File: src/rtl/seq_multiply_pkg.sv
// Shared types and helpers for the sequential shift-add multiplier.
package seq_multiply_pkg;

    typedef enum logic {
        IDLE = 1'b0,
        RUN  = 1'b1
    } state_e;

    function automatic int cnt_w(input int width);
        return $clog2(width + 1);
    endfunction

endpackage

File: src/rtl/mult_sign_adj.sv
// Sign handling around the unsigned core: operand magnitudes in, conditional negate out.
// Combinational, zero latency; no flow control (pure function of inputs).
// Used only when SEQ_MULT_SIGNED_EN is defined.
module mult_sign_adj #(
    parameter int WIDTH = 4
) (
    input  logic                 sgn,
    input  logic [WIDTH-1:0]     a,
    input  logic [WIDTH-1:0]     b,
    input  logic                 neg,
    input  logic [2*WIDTH-1:0]   acc,
    output logic [WIDTH-1:0]     a_mag,
    output logic [WIDTH-1:0]     b_mag,
    output logic                 prod_neg,
    output logic [2*WIDTH-1:0]   res
);

    // The most-negative value negates to itself, which read unsigned is its magnitude.
    always_comb begin
        a_mag    = (sgn && a[WIDTH-1]) ? -a : a;
        b_mag    = (sgn && b[WIDTH-1]) ? -b : b;
        prod_neg = sgn & (a[WIDTH-1] ^ b[WIDTH-1]);
        res      = neg ? -acc : acc;
    end

endmodule

File: src/rtl/seq_multiply.sv
// Radix-2 shift-add multiplier, one partial product per clock (signed mode: SEQ_MULT_SIGNED_EN).
// Latency exactly WIDTH cycles from accepted start to the done pulse.
// No backpressure: start is ignored while busy; a start in the done cycle is accepted.
module seq_multiply
    import seq_multiply_pkg::*;
#(
    parameter int WIDTH = 4
) (
    input  logic                 clk,
    input  logic                 rst_n,
    input  logic                 start,
    input  logic [WIDTH-1:0]     a,
    input  logic [WIDTH-1:0]     b,
`ifdef SEQ_MULT_SIGNED_EN
    input  logic                 sgn,
`endif
    output logic                 busy,
    output logic                 done,
    output logic [2*WIDTH-1:0]   out
);

    localparam int CW = cnt_w(WIDTH);

    state_e               state_q, state_d;
    logic [2*WIDTH-1:0]   acc_q, acc_d;
    logic [2*WIDTH-1:0]   mcand_q, mcand_d;
    logic [WIDTH-1:0]     mplier_q, mplier_d;
    logic [CW-1:0]        cnt_q, cnt_d;
    logic                 done_q, done_d;
    logic [2*WIDTH-1:0]   out_q, out_d;

    logic [2*WIDTH-1:0]   acc_nx;
    logic [2*WIDTH-1:0]   res_fin;
    logic [WIDTH-1:0]     a_mag;
    logic [WIDTH-1:0]     b_mag;

    assign acc_nx = acc_q + (mplier_q[0] ? mcand_q : '0);

`ifdef SEQ_MULT_SIGNED_EN
    logic neg_q, neg_d;
    logic prod_neg;

    mult_sign_adj #(.WIDTH(WIDTH)) u_sign_adj (
        .sgn      (sgn),
        .a        (a),
        .b        (b),
        .neg      (neg_q),
        .acc      (acc_nx),
        .a_mag    (a_mag),
        .b_mag    (b_mag),
        .prod_neg (prod_neg),
        .res      (res_fin)
    );
`else
    assign a_mag   = a;
    assign b_mag   = b;
    assign res_fin = acc_nx;
`endif

    always_comb begin
        state_d  = state_q;
        acc_d    = acc_q;
        mcand_d  = mcand_q;
        mplier_d = mplier_q;
        cnt_d    = cnt_q;
        done_d   = 1'b0;
        out_d    = out_q;
`ifdef SEQ_MULT_SIGNED_EN
        neg_d    = neg_q;
`endif
        case (state_q)
            IDLE: begin
                if (start) begin
                    state_d  = RUN;
                    acc_d    = '0;
                    mcand_d  = {{WIDTH{1'b0}}, a_mag};
                    mplier_d = b_mag;
                    cnt_d    = '0;
`ifdef SEQ_MULT_SIGNED_EN
                    neg_d    = prod_neg;
`endif
                end
            end
            RUN: begin
                acc_d    = acc_nx;
                mcand_d  = mcand_q << 1;
                mplier_d = mplier_q >> 1;
                cnt_d    = cnt_q + CW'(1);
                // Final iteration: publish the sum including this cycle's partial product.
                if (cnt_q == CW'(WIDTH - 1)) begin
                    state_d = IDLE;
                    done_d  = 1'b1;
                    out_d   = res_fin;
                end
            end
        endcase
    end

    always_ff @(posedge clk or negedge rst_n) begin
        if (!rst_n) begin
            state_q  <= IDLE;
            acc_q    <= '0;
            mcand_q  <= '0;
            mplier_q <= '0;
            cnt_q    <= '0;
            done_q   <= 1'b0;
            out_q    <= '0;
`ifdef SEQ_MULT_SIGNED_EN
            neg_q    <= 1'b0;
`endif
        end else begin
            state_q  <= state_d;
            acc_q    <= acc_d;
            mcand_q  <= mcand_d;
            mplier_q <= mplier_d;
            cnt_q    <= cnt_d;
            done_q   <= done_d;
            out_q    <= out_d;
`ifdef SEQ_MULT_SIGNED_EN
            neg_q    <= neg_d;
`endif
        end
    end

    assign busy = (state_q == RUN);
    assign done = done_q;
    assign out  = out_q;

endmodule

File: config.mk
export PLATFORM = sky130hd
export DESIGN_NAME = seq_multiply
export DESIGN_NICKNAME = d
export VERILOG_FILES = /design/src/rtl/seq_multiply_pkg.sv /design/src/rtl/mult_sign_adj.sv /design/src/rtl/seq_multiply.sv
export SDC_FILE = /design/constraint.sdc
export NUM_CORES = 1
export LEC_CHECK = 0
export BUFFER_PORTS_ARGS = -buffer_cell sky130_fd_sc_hd__buf_2
export CAP_MARGIN = 20
export CORE_ASPECT_RATIO = 1.4
export CORE_MARGIN = 4
export CORE_UTILIZATION = 35
export DETAILED_ROUTE_END_ITERATION = 10
export PLACE_DENSITY = 0.57
export SYNTH_ARGS = -nofsm -noshare
export SYNTH_HDL_FRONTEND = slang
export SYNTH_HIERARCHICAL = 1
export SYNTH_SLANG_ARGS = --single-unit
export TNS_END_PERCENT = 30
File: constraint.sdc
create_clock -name clk -period 2.4 [get_ports clk]
set_input_delay 0.24 -clock clk [delete_from_list [all_inputs] [get_ports clk]]
set_output_delay 0.24 -clock clk [all_outputs]
set_load 0.005 [all_outputs]
# == Word-level counts from Yosys, hierarchy flattened ==
# Index checks and enable logic that the tools add are counted.
# Widths: inputs -> output; s select.
# classes
n_mul,0
muxes,14
n_reduce_logical,1
shift,0
order_cmp,0
n_addsub,2
eq_ne,2
div_mod_pow,0
bitwise_logic,1
# ops
op,count
$pmux 8 s2,2
$mux 8,3
$add 8x8->8,1
$pmux 4 s2,1
$pmux 3 s2,1
$mux 1,4
$mux 4,1
$add 3x1->3 const B,1
$eq 3x2->1 const B,1
$mux 3,1
$ne 2x2->1 const B,1
$pmux 1 s2,1
$reduce_and 2->1,1
$not 1->1,1
# totals
output_inout_bits,10
regBits,33
latchBits,0
n_memories,0
ram_bits,0
mem_bits_ro,0

# == Longest topological paths before layout ==
# Gate-level depths: netlist of the first run.
# depth
word_depth,3
depth_mapped,8
ltp_nobuf,8

# == Worst setup path before layout of the first run ==
# Ideal clock, no wire load.
# synth_path
path_type,reg2reg
start,register mplier_q[0]
end,"register out_q[6], in the netlist out[6]"
setup_slack_ps,365
stages_incl_launch_ff,9
required_ps,2275
t_arrival_ps,1910
setup_time_ps,125
period_less_slack_ps,2035
path_cell_list,dfrtp_1 -> and2_1 -> ha_1 -> fa_1 -> a21oi_1 -> o21ai_0 -> a21oi_1 -> xnor2_1 -> mux2_2
# synth_via
elab_chain_cells,2
# synth_rtl
element,line,rtl
start: declaration,seq_multiply.sv:27,"logic [WIDTH-1:0] mplier_q, mplier_d;"
start signal: assignment,seq_multiply.sv:115,mplier_q <= mplier_d;
$mux 8,seq_multiply.sv:37,assign acc_nx = acc_q + (mplier_q[0] ? mcand_q : '0);
$add 8x8->8,seq_multiply.sv:37,
end signal: assignment,seq_multiply.sv:118,out_q <= out_d;
end: declaration,seq_multiply.sv:30,"logic [2*WIDTH-1:0] out_q, out_d;"
# Every way passes these cells.
# A chain may end at the register's enable or synchronous reset.

# == Final worst setup path of the first run ==
# Ends and elaborated chain as after synthesis.

==> impl_metrics.env, run 1 <==
export IMPL_antenna_found_initial=0
export IMPL_grt_max_degree=34
export IMPL_synth_avg_cell_area_um2=11.1
export IMPL_multi_input_area_um2=739
export IMPL_hpwl_um=2300
export IMPL_routedWlPerCell_um=13.2
export IMPL_via_count=1124
export IMPL_synth_area_mm2=0.00160
export IMPL_dpl_cell_count=221
export IMPL_ys_ff_latch=33
export IMPL_groute_usage_overall_pct=12.5
export IMPL_drc=0
export IMPL_num_antenna_cells=0
export IMPL_rows=28
export IMPL_drive_gt1_share_pct=23.1
export IMPL_power_frac_comb_pct=29.5
export IMPL_ys_warn_count=6
export IMPL_path_class="flip-flop to flip-flop"
export IMPL_post_cts_repair_setup_buffers=0
export IMPL_rsz0062_at_grt="false"
export IMPL_fin_worst_skew_ns=0.00593
export IMPL_finalSetupViolCount=0
export IMPL_synth_edf_count=0
export IMPL_cts_root_buf="clkbuf_8"
export IMPL_start_kind="flip-flop"
export IMPL_powerDensity_mw_per_mm2=1000
export IMPL_setup_tns_ns=0
export IMPL_period_share_pct=92.0
export IMPL_synth_top_cell_area_share_pct=51.6
export IMPL_maxCapViolations=0
export IMPL_io_buffer_count=20
export IMPL_period_needed_ns=2.21
export IMPL_required_ns=2.58
export IMPL_area_growth_pct=17.0
export IMPL_post_synth_num_cell_types=26
export IMPL_nFillCells=424
export IMPL_die_h_um=88.0
export IMPL_intPower_w=0.00127
export IMPL_cts_sinks=33
export IMPL_endpoint_kind="flip-flop"
export IMPL_antenna_left=0
export IMPL_cts_hold_buf=0
export IMPL_min_path_type="input pin to async pin"
export IMPL_p_leak_nw=0.971
export IMPL_synth_yosys_seq_area_share_pct=51.6
export IMPL_grt_overflow=0
export IMPL_utilization_pct=43.4
export IMPL_cts_buffer_depth=2
export IMPL_ir_drop_mv=0.372
export IMPL_max_slew_worst_pin_slew_ns=0.722
export IMPL_clock_latency_ns=0.29
export IMPL_relSlewSlack_pct=51.9
export IMPL_final_seq_area_um2=826
export IMPL_synth_nets=165
export IMPL_initial_core_util_pct=37.1
export IMPL_drt_iter0_drc=15
export IMPL_place_congestion=0.757
export IMPL_core_mm2=0.00431
export IMPL_die_area_mm2=0.00573
export IMPL_die_x_um=65.1
export IMPL_fmax_mhz=453
export IMPL_grt_pass1_vias=1186
export IMPL_cts_tree="done"
export IMPL_place_ws_ns=0.196
export IMPL_vias_per_cell=4.91
export IMPL_ios=21
export IMPL_fin_ws_ns=0.193
export IMPL_critPathMaxFanout=9
export IMPL_synthCells=144
export IMPL_netSwitchingFraction_pct=32.1
export IMPL_p_sw_w=0.000601
export IMPL_cts_htree_levels=2
export IMPL_netlist_top_cells_area="dfrtp_1, ha_1, mux2i_1"
export IMPL_cts_resized=0
export IMPL_arrival_ns=2.38
export IMPL_final_nets=189
export IMPL_hold_viol_final=0
export IMPL_final_cells=229
export IMPL_numCtsBuffers=5
export IMPL_outcome="complete, no violations"
export IMPL_power_clock_fraction_pct=24.2
export IMPL_yosysMostFrequentCell="dfrtp_1"
export IMPL_clk_pin_slew_worst_paths_ns=0.07
export IMPL_pwr_share_seq_pct=46.3
export IMPL_synthTopCellsByCount="dfrtp_1, nand2_1, o21ai_0, mux2i_1, ha_1"
export IMPL_async_reset_ff_share_pct=100
export IMPL_grt_pass1_wl_um=5380
export IMPL_synth_largest_area_cell="dfrtp_1"
export IMPL_dr_pass1_iters=4
export IMPL_slew_viol_final=0
export IMPL_synth_ff_type="dfrtp_1"
export IMPL_routed_wl_um=3020
## cells in the final DEF, fill, tap and decap left out, types with 2 or more instances in the layout
cell and count:
xor2_1 2, buf_4 2, dfrtp_1 33, a22o_1 8
and2_1 7, clkbuf_8 7, clkinv_1 2, mux2_2 7
a21oi_1 4, xnor2_1 4, mux2i_1 10, nor2_1 5
o21ai_0 13, nand2_1 20, buf_2 20, a21o_1 3
nand3_1 3, ha_1 9, inv_1 2
## metrics by stage
stage	cell area [um^2]	total power (W)	hold WS, ns
floorplan	1600	0.00124	-0.0556
global placement	1770	0.00141	0.333
detailed placement	1770	0.00145	0.343
CTS	1870	0.00191	0.0310
global route	1870	0.00203	0.0710
finish	1870	0.00187	0.00167
## flip-flops by register name (all words and copies together) (netlist names)
name,cells
mcand_q,8
cnt_q,3
done,1
out,8
mplier_q,4
busy,1
acc_q,8
## power by group through the flow
stage | logic, W | registers [W] | clock network [W]
final | 0.000553 | 0.000867 | 0.000454
after global routing | 0.000642 | 0.000895 | 0.000490
after CTS | 0.000569 | 0.000869 | 0.000472
after detailed placement | 0.000569 | 0.000878 | 0
after global placement | 0.000543 | 0.000868 | 0
after floorplan | 0.000400 | 0.000843 | 0
## layout make-up
type                            count  share of cell area, %
Clock buffer                        7                   5.15
Clock inverter                      1                  0.267
Inverter                            4                  0.802
Multi-Input combinational cell    102                   39.5
Sequential cell                    33                   44.1
Tap cell                           60                   4.01
Timing Repair Buffer               22                   6.15
## critical path, cell delays in order, from the launching register on
cell     delay (ns)
dfrtp_1        0.45
and2_1         0.17
ha_1           0.22
fa_1           0.41
a21oi_1        0.18
o21ai_0        0.12
a21oi_1        0.18
xnor2_1        0.10
mux2_2         0.26
## kinds of logic after synthesis
group	synth area share, %
buffers and inverters	2.19
and+or+nand+nor	10.7
muxes	11.2
DFF	51.6
AOI/OAI and AO/OA	12.7
xor gates and xnor gates	3.28
adders and majority gates	8.29
## final timing paths
path,start,endpoint,slack [ns],depth (start not counted)
hold / removal,rst_n,out[7],0.002,1
setup / recovery,mplier_q[0],out[6],0.19,8
setup reg to reg,mplier_q[0],out[6],0.19,8
hold reg to reg,out[7],out[7],0.48,2
min in group clk,b[3],mplier_q[3],0.20,3
max in group asynchronous,rst_n,out[2],1.93,1
## metal layers
layer	vias up	wire [um]	part of all wire (%)	GRT usage [%]
met5	-	0	0	0
met2	19	1580	52	22.3
met3	6	148	4.9	4.49
li1	545	-	-	-
met4	0	67	2.2	5.66
met1	554	1230	41	13.1
Note: power is estimated with default switching activity, not from simulation.
==> run 2: changes to the inputs <==
--- a/config.mk
+++ b/config.mk
@@ -9,9 +9,9 @@
 export CAP_MARGIN = 20
 export CORE_ASPECT_RATIO = 1.4
 export CORE_MARGIN = 4
-export CORE_UTILIZATION = 35
+export CORE_UTILIZATION = 30
 export DETAILED_ROUTE_END_ITERATION = 10
-export PLACE_DENSITY = 0.57
+export PLACE_DENSITY = 0.51
 export SYNTH_ARGS = -nofsm -noshare
 export SYNTH_HDL_FRONTEND = slang
 export SYNTH_HIERARCHICAL = 1
==> run 2 against run 1 <==
Against the previous run: sequential share of layout area increased by 0.089 points; clock-buffer cell count did not move; global-route usage shrank 1.7 points; critical path type unchanged; wire length is 2.5% higher; critical endpoint unchanged; via count fell by 0.89%; sequential power fell by 0.6%.
==> impl_metrics.env, run 2 (same netlist as run 1, synthesis figures left out) <==
export IMPL_outcome="complete, no violations"
export IMPL_cts_hold_buf=0
export IMPL_cts_htree_levels=2
export IMPL_critPathMaxStageDelay_ns=0.45
export IMPL_final_seq_area_um2=826
export IMPL_grt_util_met1_pct=11.4
export IMPL_hpwl_um=2400
export IMPL_intPower_w=0.00124
export IMPL_final_nets=189
export IMPL_setup_tns_ns=0
export IMPL_slew_viol_final=0
export IMPL_critPathMaxFanout=9
export IMPL_cts_sinks=33
export IMPL_min_path_type="input pin to async pin"
export IMPL_final_common_cell="dfrtp_1"
export IMPL_nFillCells=526
export IMPL_rsz0062_at_grt="false"
export IMPL_cp_cell_sequence="and2_1 > ha_1 > fa_1 > a21oi_2 > o21ai_0 > a21oi_1 > xnor2_1 > mux2_2"
export IMPL_drc=0
export IMPL_routed_wl_um=3100
export IMPL_power_frac_comb_pct=30.6
export IMPL_dr_pass1_iters=4
export IMPL_grtUsageMet3_pct=3.73
export IMPL_final_cell_mix="dfrtp_1, nand2_1, buf_2, o21ai_0, mux2i_1"
export IMPL_path_class="flip-flop to flip-flop"
export IMPL_powerDensity_mw_per_mm2=987
export IMPL_required_ns=2.57
export IMPL_grt_util_met2_pct=18.4
export IMPL_cts_tree="done"
export IMPL_pwr_share_seq_pct=46.7
export IMPL_netSwitchingFraction_pct=32.6
export IMPL_period_share_pct=90.2
export IMPL_p_leak_nw=0.962
export IMPL_rows=31
export IMPL_relSlewSlack_pct=50.8
export IMPL_num_antenna_cells=0
export IMPL_arrival_ns=2.34
export IMPL_io_buffer_count=20
export IMPL_grt_busiest_layer="met2"
export IMPL_ir_drop_mv=0.317
export IMPL_maxCapViolations=0
export IMPL_via_count=1114
export IMPL_slowest_stage="dfrtp_1"
export IMPL_power_clock_fraction_pct=22.7
export IMPL_die_h_um=94.4
export IMPL_cts_root_buf="clkbuf_8"
export IMPL_antenna_found_initial=0
export IMPL_ios=21
export IMPL_hold_viol_final=0
export IMPL_numCtsBuffers=5
export IMPL_vias_per_cell=4.76
export IMPL_power_w=0.00184
export IMPL_period_needed_ns=2.17
export IMPL_die_x_um=69.7
export IMPL_post_cts_repair_setup_buffers=0
export IMPL_max_slew_worst_pin_slew_ns=0.738
export IMPL_routedWlPerCell_um=13.2
export IMPL_grt_pass1_vias=1148
export IMPL_cts_buffer_depth=2
export IMPL_start_kind="flip-flop"
export IMPL_multi_input_area_um2=743
export IMPL_clk_pin_slew_worst_paths_ns=0.07
export IMPL_p_sw_w=0.000601
export IMPL_endpoint_kind="flip-flop"
export IMPL_grt_pass1_wl_um=5510
export IMPL_drive_gt1_share_pct=22.6
export IMPL_fmax_mhz=462
export IMPL_clock_latency_ns=0.28
export IMPL_fin_worst_skew_ns=0.00540
export IMPL_grt_overflow=0
export IMPL_place_congestion=0.748
export IMPL_area_growth_pct=16.7
export IMPL_die_area_mm2=0.00658
export IMPL_core_mm2=0.00516
export IMPL_antenna_left=0
export IMPL_finalSetupViolCount=0
export IMPL_initial_core_util_pct=31.0
export IMPL_grt_max_degree=34
export IMPL_drt_iter0_drc=15
export IMPL_groute_usage_overall_pct=10.8
## run 2: cell count changes in the layout (fill, tap and decap cells not counted)
| cell | previous run | this run |
|---|---|---|
| a21oi_2 | 0 | 1 |
| clkinv_2 | 1 | 0 |
| clkbuf_1 | 0 | 1 |
| a21oi_1 | 4 | 3 |
| clkbuf_8 | 7 | 6 |
## run 2: path summary, 6_finish.rpt
| path | from | end | slack [ns] | cells past startpoint |
|---|---|---|---|---|
| max | mplier_q[0] | out[6] | 0.23 | 8 |
| min | rst_n | out[0] | 0.02 | 1 |
| max in group asynchronous | rst_n | cnt_q[1] | 1.91 | 1 |
| min in group clk | b[3] | mplier_q[3] | 0.21 | 3 |
| max reg2reg | mplier_q[0] | out[6] | 0.23 | 8 |
| min reg2reg | out[7] | out[7] | 0.49 | 2 |
## run 2: layout make-up
| type | count | area share [%] |
|---|---|---|
| sequential | 33 | 44.2 |
| tap | 66 | 4.42 |
| clock buffer | 7 | 4.62 |
| timing repair buffer | 22 | 6.16 |
| multi-input combinational | 102 | 39.8 |
| inverter | 4 | 0.804 |
## run 2: what timing repair did
action	CTS	global route
setup endpoints to repair	0	1
hold endpoints to repair	0	0
gates resized for setup	0	1
## run 2: metrics by stage
step | hold slack, ns | utilization (%) | setup slack, ns | area [um^2] | std cells
6_report | 0.0160 | 36.2 | 0.234 | 1870 | 234
5_1_grt | 0.0748 | 36.2 | 0.0366 | 1870 | 234
4_1_cts | 0.0422 | 36.1 | 0.186 | 1860 | 234
3_5_place_dp | 0.353 | 34.5 | 0.195 | 1780 | 227
3_3_place_gp | 0.333 | 34.5 | 0.238 | 1780 | 227
2_1_floorplan | -0.0556 | - | 0.365 | 1600 | 144
## run 2: per-layer routing
| layer | routed length [um] | up-vias |
|---|---|---|
| li1 | - | 545 |
| met1 | 1220 | 538 |
| met2 | 1590 | 22 |
| met3 | 143 | 9 |
| met4 | 136 | 0 |
| met5 | 0 | - |
## run 2: power by group through the flow
stage	logic (W)	clock network, W	registers (W)
2_1_floorplan	0.000400	0	0.000843
3_3_place_gp	0.000549	0	0.000867
3_5_place_dp	0.000577	0	0.000877
4_1_cts	0.000579	0.000434	0.000866
5_1_grt	0.000637	0.000459	0.000890
6_report	0.000564	0.000418	0.000862
## run 2: worst max-delay path: cells and delay by family, from the launching register on
kind                     cells  cell delay [ns]
flip-flops                   1             0.45
multiplexers                 1             0.26
AND/OR/NAND/NOR              1             0.17
adder cells (fa/ha/maj)      2             0.63
XOR/XNOR                     1             0.09
AO/OA/AOI/OAI                3             0.43
